File: config.mk
export PLATFORM = sky130hd
export DESIGN_NAME = rob_dispatch_flat
export DESIGN_NICKNAME = d
export VERILOG_FILES = /design/src/rtl/rob_dispatch_if.sv /design/src/rtl/rob_dispatch.sv /design/src/flat_wrapper.sv
export SDC_FILE = /design/constraint.sdc
export NUM_CORES = 1
export LEC_CHECK = 0
export CELL_PAD_IN_SITES_DETAIL_PLACEMENT = 0
export CELL_PAD_IN_SITES_GLOBAL_PLACEMENT = 2
export CORE_MARGIN = 3
export CORE_UTILIZATION = 42
export DETAILED_ROUTE_END_ITERATION = 7
export PLACE_DENSITY_LB_ADDON = 0.3
export SYNTH_ARGS = -nofsm -noshare
export SYNTH_HDL_FRONTEND = slang
export SYNTH_SLANG_ARGS = --single-unit
File: constraint.sdc
create_clock -name clk -period 2.92 [get_ports clk]
set_clock_uncertainty 0.1 [all_clocks]
set_input_delay 0.438 -clock clk [delete_from_list [all_inputs] [get_ports clk]]
set_output_delay 0.438 -clock clk [all_outputs]
set_load 0.02 [all_outputs]
File: src/rtl/rob_dispatch_if.sv
// Decoder-to-dispatch and dispatch-to-ROB signal bundle.
// The dispatch block sits on the slave modport; the stimulus side uses master.
interface rob_dispatch_if #(
  parameter int unsigned OPT_W = 4,
  parameter int unsigned TAG_W = 3,
  parameter int unsigned CNT_W = 3
);
  logic             dec_valid;
  logic             dec_ready;
  logic [OPT_W-1:0] dec_instr_type;
  logic [4:0]       dec_rd;
  logic             dec_writes_rd;
  logic [31:0]      dec_pc;
  logic             rob_full;
  logic             branch_mispredict;
  logic             rob_load;
  logic [OPT_W-1:0] instr_type;
  logic [4:0]       rd;
  logic [31:0]      rob_pc;
  logic [TAG_W-1:0] rob_tag;
  logic             regfile_allocate;
  logic [CNT_W-1:0] iq_count;

  modport slave (
    input  dec_valid, dec_instr_type, dec_rd, dec_writes_rd, dec_pc,
    input  rob_full, branch_mispredict,
    output dec_ready, rob_load, instr_type, rd, rob_pc, rob_tag,
    output regfile_allocate, iq_count
  );

  modport master (
    output dec_valid, dec_instr_type, dec_rd, dec_writes_rd, dec_pc,
    output rob_full, branch_mispredict,
    input  dec_ready, rob_load, instr_type, rd, rob_pc, rob_tag,
    input  regfile_allocate, iq_count
  );
endinterface

File: src/rtl/rob_dispatch.sv
// ROB allocation producer: in-order instruction queue feeding the ROB,
// mirroring the ROB tail tag and flushing on branch mispredict.
module rob_dispatch #(
  parameter int unsigned IQ_DEPTH  = 4,
  parameter int unsigned ROB_DEPTH = 8,
  parameter int unsigned TAG_W     = 3,
  parameter int unsigned OPT_W     = 4
) (
  input  logic          clk,
  input  logic          reset_n,
  rob_dispatch_if.slave bus
);
  localparam int unsigned PTR_W = $clog2(IQ_DEPTH);
  localparam int unsigned CNT_W = PTR_W + 1;

  typedef enum logic {RUN = 1'b0, FLUSH = 1'b1} state_t;

  typedef struct packed {
    logic [OPT_W-1:0] itype;
    logic [4:0]       rd;
    logic             wr;
    logic [31:0]      pc;
  } iq_entry_t;

  state_t           r_state;
  state_t           w_state_nxt;
  iq_entry_t        r_mem [IQ_DEPTH];
  logic [PTR_W-1:0] r_head;
  logic [PTR_W-1:0] r_tail;
  logic [CNT_W-1:0] r_count;
  logic [TAG_W-1:0] r_tag;

  iq_entry_t        w_head;
  iq_entry_t        w_in;
  logic             w_run;
  logic             w_ready;
  logic             w_push;
  logic             w_pop;
  logic             w_alloc;

  assign w_head = r_mem[r_head];
  assign w_in   = '{itype: bus.dec_instr_type, rd: bus.dec_rd,
                    wr: bus.dec_writes_rd, pc: bus.dec_pc};

  // State register
  always_ff @(posedge clk) begin
    if (!reset_n) r_state <= RUN;
    else          r_state <= w_state_nxt;
  end

  // Next state and handshake decode; mispredict and reset gate everything
  always_comb begin
    w_state_nxt = r_state;
    w_run       = 1'b0;
    w_ready     = 1'b0;
    w_push      = 1'b0;
    w_pop       = 1'b0;
    w_alloc     = 1'b0;
    case (r_state)
      RUN:     if (bus.branch_mispredict)  w_state_nxt = FLUSH;
      FLUSH:   if (!bus.branch_mispredict) w_state_nxt = RUN;
      default: w_state_nxt = RUN;
    endcase
    w_run   = reset_n && (r_state == RUN) && !bus.branch_mispredict;
    w_ready = w_run && (r_count < CNT_W'(IQ_DEPTH));
    w_push  = w_ready && bus.dec_valid;
    w_pop   = w_run && (r_count != '0) && !bus.rob_full;
    w_alloc = w_pop && w_head.wr && (w_head.rd != 5'd0);
  end

  // Queue pointers, occupancy and mirrored ROB tail tag
  always_ff @(posedge clk) begin
    if (!reset_n || bus.branch_mispredict) begin
      r_head  <= '0;
      r_tail  <= '0;
      r_count <= '0;
      r_tag   <= '0;
    end else begin
      if (w_push) r_tail <= r_tail + PTR_W'(1);
      if (w_pop) begin
        r_head <= r_head + PTR_W'(1);
        r_tag  <= (r_tag == TAG_W'(ROB_DEPTH - 1)) ? '0 : r_tag + TAG_W'(1);
      end
      if (w_push && !w_pop)      r_count <= r_count + CNT_W'(1);
      else if (w_pop && !w_push) r_count <= r_count - CNT_W'(1);
    end
  end

  // Payload storage needs no reset; validity is tracked by r_count
  always_ff @(posedge clk) begin
    if (w_push) r_mem[r_tail] <= w_in;
  end

  assign bus.dec_ready        = w_ready;
  assign bus.rob_load         = w_pop;
  assign bus.regfile_allocate = w_alloc;
  assign bus.instr_type       = w_head.itype;
  assign bus.rd               = w_head.rd;
  assign bus.rob_pc           = w_head.pc;
  assign bus.rob_tag          = r_tag;
  assign bus.iq_count         = r_count;
endmodule

File: src/flat_wrapper.sv
// flat-port wrapper written by rule: the top's interface ports become plain ports
module rob_dispatch_flat 
#(
  parameter int unsigned IQ_DEPTH  = 4,
  parameter int unsigned ROB_DEPTH = 8,
  parameter int unsigned TAG_W     = 3,
  parameter int unsigned OPT_W     = 4
)
  (clk, reset_n, bus_dec_valid, bus_dec_instr_type, bus_dec_rd, bus_dec_writes_rd, bus_dec_pc, bus_rob_full, bus_branch_mispredict, bus_dec_ready, bus_rob_load, bus_instr_type, bus_rd, bus_rob_pc, bus_rob_tag, bus_regfile_allocate, bus_iq_count);
  rob_dispatch_if #(.OPT_W(OPT_W), .TAG_W(TAG_W), .CNT_W((3))) bus_i ();
  input  logic clk;
  input  logic reset_n;
  input wire logic [$bits(bus_i.dec_valid)-1:0] bus_dec_valid;
  input wire logic [$bits(bus_i.dec_instr_type)-1:0] bus_dec_instr_type;
  input wire logic [$bits(bus_i.dec_rd)-1:0] bus_dec_rd;
  input wire logic [$bits(bus_i.dec_writes_rd)-1:0] bus_dec_writes_rd;
  input wire logic [$bits(bus_i.dec_pc)-1:0] bus_dec_pc;
  input wire logic [$bits(bus_i.rob_full)-1:0] bus_rob_full;
  input wire logic [$bits(bus_i.branch_mispredict)-1:0] bus_branch_mispredict;
  output wire logic [$bits(bus_i.dec_ready)-1:0] bus_dec_ready;
  output wire logic [$bits(bus_i.rob_load)-1:0] bus_rob_load;
  output wire logic [$bits(bus_i.instr_type)-1:0] bus_instr_type;
  output wire logic [$bits(bus_i.rd)-1:0] bus_rd;
  output wire logic [$bits(bus_i.rob_pc)-1:0] bus_rob_pc;
  output wire logic [$bits(bus_i.rob_tag)-1:0] bus_rob_tag;
  output wire logic [$bits(bus_i.regfile_allocate)-1:0] bus_regfile_allocate;
  output wire logic [$bits(bus_i.iq_count)-1:0] bus_iq_count;
  assign bus_i.dec_valid = bus_dec_valid;
  assign bus_i.dec_instr_type = bus_dec_instr_type;
  assign bus_i.dec_rd = bus_dec_rd;
  assign bus_i.dec_writes_rd = bus_dec_writes_rd;
  assign bus_i.dec_pc = bus_dec_pc;
  assign bus_i.rob_full = bus_rob_full;
  assign bus_i.branch_mispredict = bus_branch_mispredict;
  assign bus_dec_ready = bus_i.dec_ready;
  assign bus_rob_load = bus_i.rob_load;
  assign bus_instr_type = bus_i.instr_type;
  assign bus_rd = bus_i.rd;
  assign bus_rob_pc = bus_i.rob_pc;
  assign bus_rob_tag = bus_i.rob_tag;
  assign bus_regfile_allocate = bus_i.regfile_allocate;
  assign bus_iq_count = bus_i.iq_count;
  rob_dispatch #(.IQ_DEPTH(IQ_DEPTH), .ROB_DEPTH(ROB_DEPTH), .TAG_W(TAG_W), .OPT_W(OPT_W)) u_core (.clk(clk), .reset_n(reset_n), .bus(bus_i));
endmodule
==> metrics list, run 1 <==
- The flow ran to the end, and the final reports show no timing, DRC or antenna violations.
- Of the cells placed in the final design, the portion with a size suffix greater than 1 is 0.219.
- Synthesis inferred 181 register bits.
- In the routed layout, each cell is associated on average with a via count of 5.00.
* Number of antenna violations at the first check in global routing: 0
- Worst Hold Depth: 2
- Largest incremental delay on the critical path: 0.54 ns
- Of the total synthesized cell area, the portion taken by AND, OR, NAND and NOR gates is 0.0218.
- Yosys attributes the largest share of cell area to sky130_fd_sc_hd__edfxtp_1 (75%), sky130_fd_sc_hd__mux4_2 (13%), sky130_fd_sc_hd__dfxtp_1 (3.9%).
* I/O pins: 97
* Drt pass-1 iters: 7
- TritonCTS clock tree: built
* Max_cap viols: 0
* Number of global-route vias before repair: 3411
- Number of placed instances with taps included: 604
- Data on the critical path arrives at its endpoint at 2.30 ns.
- Of the available clock period, the critical path in the final layout requires 0.971.
- In the layout the commonest cells are sky130_fd_sc_hd__edfxtp_1 (168), sky130_fd_sc_hd__clkdlybuf4s50_1 (94), sky130_fd_sc_hd__mux4_2 (40).
* DR iter-0 viols: 196
* Yosys warning count: 0
- Average wire per standard cell: 18.8 um
* Post-synthesis sequential area ratio: 0.790
* Count of final hold-check violations: 0
* Non-Filler Instances: 635
* Pwr dens: 624 mW/mm2
- The region available for standard cell placement spans 0.0154 mm2.
* Worst-path cell chain: mux4_2, or4_4, o211a_1, buf_2
- The worst setup path is of the reg -> out kind.
- Final setup violating endpoints: 0
- Worst-case vdd ir drop: 0.385 mV
- Entering global routing, the biggest net connects 43 pins.
* Number of standard-cell rows in the floorplan: 45
- Fraction of the mapped netlist area in compound gates: 0.0145
* Internal reg-to-reg setup slack: 0.49 ns
* Overall Global Routing Usage: 0.144
- The HPWL after detailed placement is 7380 um.
- When the netlist entered floorplanning its net count stood at 348.
- Netlist Area Pre-Place: 0.00671 mm2
* Type of destination of the critical path: primary output
* Via count: 3176
* WP buf/inv: 1
* Clock latency on the worst-skew pair: 0.42 ns
- Class of the most critical hold timing path: reg -> reg
- In this run the remaining antenna-violating nets after routing total 0.
- First-pass GRT wire length: 18700 um
- Clock-pin slew of the registers on the worst-case setup and hold paths: 0.06 ns
- Total congestion overflow: 0
- Of the total synthesized cell area, the portion taken by XOR and XNOR cells is 0.00261.
- Average cell area after synthesis: 22.9 um2
* Top cell type's share of synthesized area: 0.751
- Setup repair after global routing could not meet its margin everywhere.
- The clock passes through at most 2 buffers.
* Number of slew-limit violations in the final report: 0
* Worst R2R End: u_core.bus.iq_count[2]
- Horizontal die dimension: 132 um
- RD Place Congestion: 0.727
* Measured slew at the worst slew-check pin: 0.678 ns
* Origin of the worst min-delay path: u_core.r_head[1]
- In this run the tool buffered the top-level ports with 96 buffer cells.
- Summed over all cells, the static leakage comes to 2.80 nW.
- Chip height: 132 um
* Dominant combinational cell family by area after synthesis: multiplexers
- Area leader, netlist: sky130_fd_sc_hd__edfxtp_1
- # nets final: 468
- Overall die area: 0.0175 mm2
- In this run the number of cells on the critical path is 4.
* Cell area after layout: 0.00876 mm2
- Number of clock sinks: 181
- At the worst endpoint, the required time is 2.38 ns.
- The worst setup path is launched from a flip-flop.
* Diodes inserted: 0
- Cells after Synth: 293
- CTS H-tree lvls: 4
* Number of cells on the worst reg-to-reg path: 8
* Post-synth cell types: 29
- Summed over all layers, the routed wires come to 11900 um.
- In the routed design, unresolved DRC markers number 0.
* Total of hold buffers inserted after clock tree synthesis: 0
* Number of buffers created by CTS: 17
* Placed instance area: 0.00809 mm2
* Startpoint of the worst register-to-register path: u_core.bus.iq_count[2]
- Critical-path maximum fanout: 7
- On the critical path the largest part of the delay comes from simple AND/OR/NAND/NOR gates.
- Cell chosen for the clock root: sky130_fd_sc_hd__clkbuf_16
- Derived from the worst setup path, the maximum achievable clock frequency is 353 MHz.
* Slowest cell on the critical path: sky130_fd_sc_hd__or4_4
- Most frequent standard cell in the layout excluding fill and tap cells: sky130_fd_sc_hd__edfxtp_1
* Synth-to-Final Area Change: 30.5%
* Share of synthesized area spent on multiplexers: 0.143
- Synth Area in Adders: 0.0160
- Subtracting the final worst setup slack from the clock period gives 2.84 ns.
* Effective utilization at floorplan: 0.435
- Measured against its own limit, the worst slew margin works out to 0.545.
cell type report:
cell class	instances	area, um2
tap	211	264
inverter	7	26.3
clock buffer	17	425
sequential	181	5310
multi-input combinational	95	1340
fill	1214	6670
clock inverter	13	209
timing repair buffer	111	1180
worst max-delay path by stage:
stage	endpoint
finish	bus_regfile_allocate
global route	bus_regfile_allocate
CTS	bus_rd[2]
detailed placement	u_core.bus.iq_count[2]
global placement	u_core.bus.iq_count[2]
floorplan	u_core.r_mem[0][0]
cell usage after synthesis, drive strengths merged:
cell / count
o211a: 1
nand2: 1
clkinv: 1
edfxtp: 168
buf: 5
inv: 6
nor3: 1
or4b: 2
xor2: 2
nand3: 5
or4: 3
o31ai: 1
fa: 1
or3: 2
ha: 7
clkbuf: 5
o21ai: 7
mux2i: 1
nor4b: 1
nor2: 3
mux4: 42
and2: 1
a21oi: 9
nand2b: 1
and3: 4
dfxtp: 13
cell families (layout without fill, tap and decap cells):
family / Yosys count / count (layout)
flip-flops: 181 / 181
XOR/XNOR: 2 / 2
AND/OR/NAND/NOR: 24 / 24
adder cells (fa/ha/maj): 8 / 8
multiplexers: 43 / 43
buffers and inverters: 17 / 148
AO/OA/AOI/OAI: 18 / 18
flip-flops by register name, indices dropped and copies added, names as in the netlist, named ones only:
register / flops
u_core.r_state: 1
u_core.r_mem: 168
u_core.bus.rob_tag: 3
u_core.bus.iq_count: 3
u_core.r_head: 2
u_core.r_tail: 2
worst min-delay path, cell delays in order, from the launching register on:
cell and delay [ns]:
sky130_fd_sc_hd__dfxtp_1 0.31, sky130_fd_sc_hd__o31ai_1 0.06, sky130_fd_sc_hd__a21oi_1 0.07
timing repair:
item	4_1_cts	5_1_grt
buffers inserted	1	0
gates cloned	0	0
gates resized for setup	7	4
setup endpoints to repair	31	4
where the power goes:
group | switching (mW) | total (mW) | internal, mW
Sequential | 0.00603 | 2.86 | 2.85
Clock | 0.903 | 2.41 | 1.51
Combinational | 0.0906 | 0.199 | 0.108
stage by stage:
step / total power, mW / hold slack [ns] / setup WS (ns) / TNS (ns) / util
2_1_floorplan: 2.98 / 0.355 / 0.174 / 0 / -
3_5_place_dp: 3.11 / 0.380 / -0.0244 / -0.0244 / 0.524
4_1_cts: 5.53 / 0.395 / 0.00238 / 0 / 0.567
3_3_place_gp: 3.11 / 0.360 / 0.0218 / 0 / 0.524
6_report: 5.47 / 0.390 / 0.0837 / 0 / 0.568
5_1_grt: 5.65 / 0.429 / -0.0120 / -0.0181 / 0.568
layer usage:
metal  share of wire  track usage
met2            0.51        0.231
met1            0.43        0.184
met4           0.012       0.0572
met5               0            0
met3           0.050       0.0464
No activity file was read; power rests on OpenSTA's default activity.
==> run 2: changes to the inputs <==
- CTS_CLUSTER_SIZE: unset -> 24
- SKIP_CTS_REPAIR_TIMING: unset -> 1
==> metrics list, run 2 (synthesized netlist as in run 1, its figures left out) <==
- The finished layout holds 634 standard cells, fillers aside.
- In the final design database the tool counted 467 nets.
- The largest single stage delay on the critical path is 0.54 ns.
- For the worst setup path, the data required time is 2.38 ns.
* Share of the clock period used by the worst path: 0.969
- In this run the worst path has a maximum fanout of 7.
- The floorplan has 45 rows.
* Effective utilization at floorplan: 0.435
- For this block, the via count after detailed routing is 3174.
- Startpoint Class: flip-flop
- CTS saw 181 sinks.
- Average vias per placed instance: 5.01
- Of the cells placed in the final design, the portion with a size suffix greater than 1 is 0.215.
- In the routed design, unresolved DRC markers number 0.
- Of the total power, the share spent switching nets is 0.183.
- DR iter-0 viols: 239
- WP buf/inv: 1
- After clock tree synthesis, the clock-pin slew on the worst setup and hold paths is 0.06 ns.
- The first detailed-routing pass ran for 5 iterations.
- Entering global routing, the biggest net connects 43 pins.
- Most frequent standard cell in the layout excluding fill and tap cells: sky130_fd_sc_hd__edfxtp_1
* Pwr dens: 625 mW/mm2
- The share of total power dissipated in sequential elements is 0.523.
- At the end of routability-driven placement, the weighted congestion stood at 0.727.
- Relative to the synthesized area, the layout overhead comes to 30.1%.
* CTS H-tree lvls: 4
- Count of final hold-check violations: 0
- Traced cell by cell, the critical path runs through mux4_2, or4_1, o211a_1, clkbuf_2.
* Diodes inserted: 0
- Logic gate share of total power: 0.036
- Chip height: 132 um
- In the layout the commonest cells are sky130_fd_sc_hd__edfxtp_1 (168), sky130_fd_sc_hd__clkdlybuf4s50_1 (95), sky130_fd_sc_hd__mux4_2 (40).
- Across all register-to-register paths, the minimum setup slack is 0.49 ns.
- No sink is reached through more buffers than the 2 on the longest clock path.
* First-pass GRT wire length: 18700 um
- Across the VDD grid, the largest voltage drop is 0.384 mV.
- The final count of pins violating max slew was 0.
* TritonCTS clock tree: built
- Slowest cell on the critical path: sky130_fd_sc_hd__or4_1
- Once detail routing completed, the nets flagged for antenna violations numbered 0.
- Filler Cell Count: 1216
* Overall Global Routing Usage: 0.144
- For this design the static power due to leakage is 2.78 nW.
- Worst path top cell family by delay: simple AND/OR/NAND/NOR gates
- Of the total power, the clock network draws 0.441.
* Average wire per standard cell: 18.8 um
- Final critical-path required period: 2.83 ns
* Type of destination of the critical path: primary output
* Number of global-route vias before repair: 3410
- Placed wire-length estimate after detailed placement: 7380 um
- Global routing finished with a remaining overflow of 0.
- Worst max-slew margin expressed relative to the limit: 0.542
* I/O pins: 97
- More flip-flops sit in one register than any other, and that register is u_core.r_mem.
- Final setup violating endpoints: 0
* Number of antenna violations at the first check in global routing: 0
* Cell chosen for the clock root: sky130_fd_sc_hd__clkbuf_16
* Worst hold slack after final layout: 0.389 ns
- Class of the most critical hold timing path: reg -> reg
- Summed over all nets, the switching power comes to 999 uW.
- Buffers inserted during clock tree synthesis total 17.
* DRT Wirelength: 11900 um
- Data arrives at the worst endpoint at 2.29 ns.
* Horizontal die dimension: 132 um
- The total area inside the core boundary comes to 0.0154 mm2.
- Max_cap viols: 0
- Number of placed instances with taps included: 604
* Measured slew at the worst slew-check pin: 0.682 ns
- The internal power of the cells totals 4.47 mW.
- The flow ran to the end, and the final reports show no timing, DRC or antenna violations.
- Maximum clock rate: 353 MHz
* Worst setup path category: reg -> out
* Overall die area: 0.0175 mm2
* Clock latency on the worst-skew pair: 0.42 ns
- Max FFs per register: 168
- Setup repair after global routing could not meet its margin everywhere.
* Number of I/O port buffers: 96
- The design draws 5.46 mW.
[run 2: worst min-delay path: stages (launching register included)]
cell and delay (ns):
sky130_fd_sc_hd__dfxtp_1 0.31, sky130_fd_sc_hd__o31ai_1 0.06, sky130_fd_sc_hd__a21oi_1 0.07
[run 2: stage by stage]
step / setup WS [ns] / instance area (um2) / TNS, ns / utilization
3_5_place_dp: -0.0244 / 8090 / -0.0244 / 0.524
6_report: 0.0904 / 8740 / 0 / 0.566
5_1_grt: -0.0249 / 8740 / -0.101 / 0.566
4_1_cts: -0.392 / 8730 / -8.07 / 0.566
3_3_place_gp: 0.0218 / 8090 / 0 / 0.524
2_1_floorplan: 0.174 / 6710 / 0 / -
[run 2: routing by layer]
metal  global-route usage  part of all wire
met1                0.184              0.43
met2                0.231              0.51
met3               0.0464             0.052
met4               0.0572             0.012
met5                    0                 0
[run 2: cell type report]
type / count / area (um2) / share of cell area
Clock inverter: 13 / 209 / 0.0239
Clock buffer: 17 / 425 / 0.0487
Timing Repair Buffer: 110 / 1160 / 0.133
Multi-Input combinational cell: 95 / 1340 / 0.153
Sequential cell: 181 / 5310 / 0.608
Inverter: 7 / 26.3 / 0.00301
Tap cell: 211 / 264 / 0.0302
[run 2: power by group through the flow]
| stage | Sequential, mW | Combinational (mW) | Clock [mW] |
|---|---|---|---|
| after floorplan | 2.91 | 0.0630 | 0 |
| after global placement | 2.91 | 0.195 | 0 |
| final | 2.86 | 0.199 | 2.41 |
| after CTS | 2.86 | 0.201 | 2.48 |
| after global routing | 2.86 | 0.214 | 2.58 |
| after detailed placement | 2.91 | 0.200 | 0 |
[run 2: worst paths after layout]
kind,startpoint,endpoint,cells after the start
min reg2reg,u_core.r_head[1],flip-flop,2
max reg2reg,u_core.bus.iq_count[2],u_core.bus.iq_count[2],8
max,flip-flop,bus_regfile_allocate,4
min,u_core.r_head[1],flip-flop,2
==> run 3: changes to the inputs <==
- GPL_TIMING_DRIVEN: unset -> 0
- HOLD_SLACK_MARGIN: unset -> 0.12
==> metrics list, run 3 (synthesized netlist as in run 1, its figures left out) <==
* Outcome: completed
- Headroom to the max-slew limit came out at 0.524.
- Average wire per standard cell: 19.2 um
- Maximum number of pins on one net before global-route repair: 28
- The number of antenna violations at the first check in global routing was 0.
- P_leak: 3.03 nW
* Drt pass-1 iters: 4
- The internal power of the cells totals 4.39 mW.
* Required time at the worst-slack endpoint: 2.38 ns
- Most frequent standard cell in the layout excluding fill and tap cells: sky130_fd_sc_hd__edfxtp_1
* Placed wire-length estimate after detailed placement: 7520 um
- After global routing the overflow that remains totals 0.
- The worst path meets setup with 0.0295 ns of slack.
- Net load switching power: 1.03 mW
- The worst setup path is captured at a primary output.
- Data arrives at the worst endpoint at 2.35 ns.
- The count of final hold-check violations was 0.
- Reg power frac: 0.528
- From synthesis to final layout, the design area changed by 30.8%.
* CTS H-tree lvls: 4
* Pwr dens: 616 mW/mm2
- The initial utilization of the core area, before any placement, comes to 0.435.
* Startpoint Class: flip-flop
- The library cells used most frequently in the layout, excluding fill and tap cells, are sky130_fd_sc_hd__edfxtp_1 (168), sky130_fd_sc_hd__clkdlybuf4s50_1 (67), sky130_fd_sc_hd__mux4_2 (40).
- The share of total power dissipated in combinational logic is 0.036.
- Clock-pin slew of the registers on the worst-case setup and hold paths: 0.06 ns
* Highest signal layer in the routed design: met4
* Share of the clock period used by the worst path: 0.990
- TritonCTS clock tree: built
* Overall die area: 0.0175 mm2
* Number of global-route vias before repair: 3389
- Setup violations remaining at the end of the flow were counted as 0.
* DR iter-0 viols: 167
* Clock latency on the worst-skew pair: 0.42 ns
- # nets final: 469
- The number of antenna diodes in the final layout is 0.
- Once detail routing completed, the nets flagged for antenna violations numbered 0.
- Share of total power consumed by net switching: 0.190
* Worst setup path category: reg -> out
* Maximum clock rate: 346 MHz
- Measured slew at the worst slew-check pin: 0.714 ns
- The clock drives 181 sinks.
- Critical-path maximum fanout: 10
- Reg area: 0.00531 mm2
- Final critical-path required period: 2.89 ns
- In this run the standard cell core region covers 0.0154 mm2.
* Filler Cell Count: 1181
- Cell chosen for the clock root: sky130_fd_sc_hd__clkbuf_16
* Maximum number of buffers from clock root to sink: 2
* Max FFs per register: 168
* Area taken by multi-input logic gates: 0.00134 mm2
- Setup_tns: 0 ns
* Sum of routed wire segments on met1: 5370 um
* Metal2 WL: 6100 um
* Internal reg-to-reg setup slack: 0.44 ns
* Overall Global Routing Usage: 0.148
- The first global-routing pass estimated 19200 um of wire.
* Worst setup slack before clock tree synthesis: -0.294 ns
- After detailed routing, the number of remaining DRC violations is 0.
* RSZ-0062 raised after global routing: true
- Max_cap viols: 0
- Reg with most FFs: u_core.r_mem
* DRT Wirelength: 12300 um
- During I/O placement, the number of pins put on the boundary was 97.
- The share of total power dissipated in the clock network is 0.436.
- Number of standard-cell rows in the floorplan: 45
* Horizontal die dimension: 132 um
* Number of slew-limit violations in the final report: 0
- Number of buffers created by CTS: 17
- The routed layout has 3248 vias.
- Number of I/O port buffers: 96
- From bottom edge to top edge, the die measures 132 um.
* Average vias per placed instance: 5.09
- The path class of the tightest hold or removal check is reg -> reg.
- The routed design uses 531 um of met3 wire.
* Proportion of layout cells with a drive suffix above 1: 0.208
* RD Place Congestion: 0.711
- Worst-case vdd ir drop: 0.394 mV
==> run 3: changes by cell type in the layout (fill, tap and decap cells not counted), moves of 2 or more <==
cell,before,now
sky130_fd_sc_hd__clkdlybuf4s50_1,95,67
sky130_fd_sc_hd__clkinv_1,2,4
sky130_fd_sc_hd__dfxtp_1,11,13
sky130_fd_sc_hd__buf_4,5,2
sky130_fd_sc_hd__buf_12,8,2
sky130_fd_sc_hd__dlymetal6s2s_1,0,28
sky130_fd_sc_hd__buf_6,1,5
sky130_fd_sc_hd__clkbuf_4,0,4
sky130_fd_sc_hd__clkbuf_1,0,3
sky130_fd_sc_hd__buf_16,0,2
==> run 3: worst max-delay path, cell delays in order, from the launching register on <==
cell and delay [ns]:
sky130_fd_sc_hd__dfxtp_1 0.32, sky130_fd_sc_hd__buf_6 0.14, sky130_fd_sc_hd__buf_6 0.19, sky130_fd_sc_hd__buf_6 0.21, sky130_fd_sc_hd__mux4_2 0.50, sky130_fd_sc_hd__clkdlybuf4s50_1 0.55
==> run 3: final cells by class <==
| type | instances | area share |
|---|---|---|
| clock inverters | 13 | 0.0207 |
| well taps | 211 | 0.0301 |
| multi-input cells | 95 | 0.153 |
| plain buffers | 10 | 0.0103 |
| flip-flops and latches | 181 | 0.604 |
| clock buffers | 19 | 0.0493 |
| repair buffers | 102 | 0.129 |
| inverters | 7 | 0.00299 |
==> run 3: power by group through the flow <==
stage,clock network (mW),registers [mW],logic (mW)
global placement,0,2.91,0.190
detailed placement,0,2.91,0.200
floorplan,0,2.91,0.0630
CTS,2.40,2.86,0.201
finish,2.36,2.86,0.197
global route,2.52,2.86,0.213
==> run 3: final timing paths <==
path / cells after the start / from / endpoint
setup / recovery: 5 / flip-flop / bus_rob_pc[22]
hold / removal: 2 / u_core.r_head[1] / flip-flop
setup reg to reg: 8 / u_core.bus.iq_count[2] / u_core.bus.iq_count[2]
hold reg to reg: 2 / u_core.r_head[1] / flip-flop
==> run 3: per-layer routing <==
metal,vias up,global-route usage
met2,78,0.231
met3,18,0.0468
met1,1674,0.192
met4,0,0.0635
met5,-,0
li1,1478,-
==> run 3: per-stage QoR <==
stage	instance area, um2	hold slack [ns]	instances	total power [mW]	utilization
floorplan	6710	0.355	293	2.98	-
CTS	8650	0.398	636	5.46	0.561
detailed placement	8040	0.389	604	3.11	0.521
global placement	7940	0.367	600	3.10	0.515
global route	8780	0.431	638	5.59	0.569
finish	8780	0.396	638	5.41	0.569
==> RTL change: new RTL, config.mk and constraints of run 1 <==
`TAG_W` is set to 3 in 3 places; all go to 6.
--- a/src/rtl/rob_dispatch_if.sv
+++ b/src/rtl/rob_dispatch_if.sv
@@ -4,3 +4,3 @@
   parameter int unsigned OPT_W = 4,
-  parameter int unsigned TAG_W = 3,
+  parameter int unsigned TAG_W = 6,
   parameter int unsigned CNT_W = 3
--- a/src/rtl/rob_dispatch.sv
+++ b/src/rtl/rob_dispatch.sv
@@ -5,3 +5,3 @@
   parameter int unsigned ROB_DEPTH = 8,
-  parameter int unsigned TAG_W     = 3,
+  parameter int unsigned TAG_W     = 6,
   parameter int unsigned OPT_W     = 4
--- a/src/flat_wrapper.sv
+++ b/src/flat_wrapper.sv
@@ -5,3 +5,3 @@
   parameter int unsigned ROB_DEPTH = 8,
-  parameter int unsigned TAG_W     = 3,
+  parameter int unsigned TAG_W     = 6,
   parameter int unsigned OPT_W     = 4
Ports: changed (resized bus_rob_tag); port bits go from 97 to 100. The function was not compared with the original's and may differ.
==> RTL change against run 1 <==
Total power is 1.3% higher; largest cell class unchanged; critical path type is now in -> out; synthesized area is 1.9% higher; design area is 2.5% higher; wire length is 4.9% higher; combinational power is 4% higher; sequential cell count is 3 higher; setup slack better by 0.037 ns; highest routed layer is now met5.
==> RTL change: results (changes against run 1) <==
status finished clean; area post-placement 8293 um2 (+2.5%); FF+latch area 5370 um2 (+1.1%); peak supply drop 0.3923 mV (+1.9%); grt met3 use 5.249% (+0.61 points); cells after synthesis 305 (+4.1%); via count 3,297 (+3.8%); Clk pwr share 43.9% (-0.2 points); GRT met1 Usage 18.35% (about the same); Total Routing Usage GR 14.57% (+0.20 points); Worst Tran Pin Value 0.4251 ns (-0.2525 ns); CP max FO 3 (-4); final WL 12,500 um (+4.9%); Leak 0.002869 uW (+2.3%); Post-Syn Nets 359 (+3.2%); largest net degree at the start of global routing 35 (-19%); # resized after CTS 2 (-5); share of cells above drive strength 1 23.50% (+1.6 points); arrival time of the worst setup path 2.26 ns (-0.04 ns); M2 GR Usage 23.84% (+0.79 points); Net Sw Frac 18.25% (-0.040 points); Filler Cells Inserted 1,225 (+0.91%); Detailed Route Iter0 Violations 177 (-9.7%); sequential power 2900 uW (+1%); Placed Cells 629 (+4.1%); antenna violations before repair 1 (+1); CP max stage cell clkdlybuf4s50_1
==> RTL change: cell types whose count changed in the layout (fill, tap and decap cells not counted), sizes merged, moves of 4 or more <==
cell / delta
nor2: +12
buf: +10
xnor2: +7
a21oi: -6
o21ai: -5
and2: +4
and3: -4
==> RTL change: worst paths after layout <==
kind / slack, ns / endpoint / start / cells after the start
max reg2reg: 0.39 / u_core.bus.iq_count[2] / u_core.r_state / 9
max: 0.12 / bus_regfile_allocate / reset_n / 7
min: 0.42 / u_core.bus.rob_tag[5] / u_core.bus.rob_tag[5] / 2
min reg2reg: 0.42 / u_core.bus.rob_tag[5] / u_core.bus.rob_tag[5] / 2
==> RTL change: metal layers <==
metal  up-vias  part of all wire (%)
li1       1513                     -
met1      1691                    44
met2        82                    50
met3         9                   4.8
met4         2                  0.78
met5         -                  0.10
==> RTL change: critical path, delay by kind of cell <==
family / cells / cell delay (ns)
buffers and inverters: 3 / 0.90
AND/OR/NAND/NOR: 3 / 0.82
AO/OA/AOI/OAI: 1 / 0.10
==> RTL change: area by class of cell <==
cell class,count,share of cell area [%]
inverters,5,0.2091
flip-flops and latches,184,59.84
repair buffers,125,14.17
multi-input cells,105,15.66
clock buffers,20,4.866
clock inverters,12,2.245
well taps,216,3.012
==> RTL change: cells by family (layout without fill, tap and decap cells) <==
kind of cell / Yosys count / after routing / share of synthesized area, %
flip-flops: 184 / 184 / 78.45
multiplexers: 45 / 45 / 14.27
AND/OR/NAND/NOR: 38 / 38 / 3.147
buffers and inverters: 16 / 162 / 1.079
XOR/XNOR: 9 / 9 / 1.153
adder cells (fa/ha/maj): 7 / 7 / 1.390
AO/OA/AOI/OAI: 6 / 6 / 0.5122
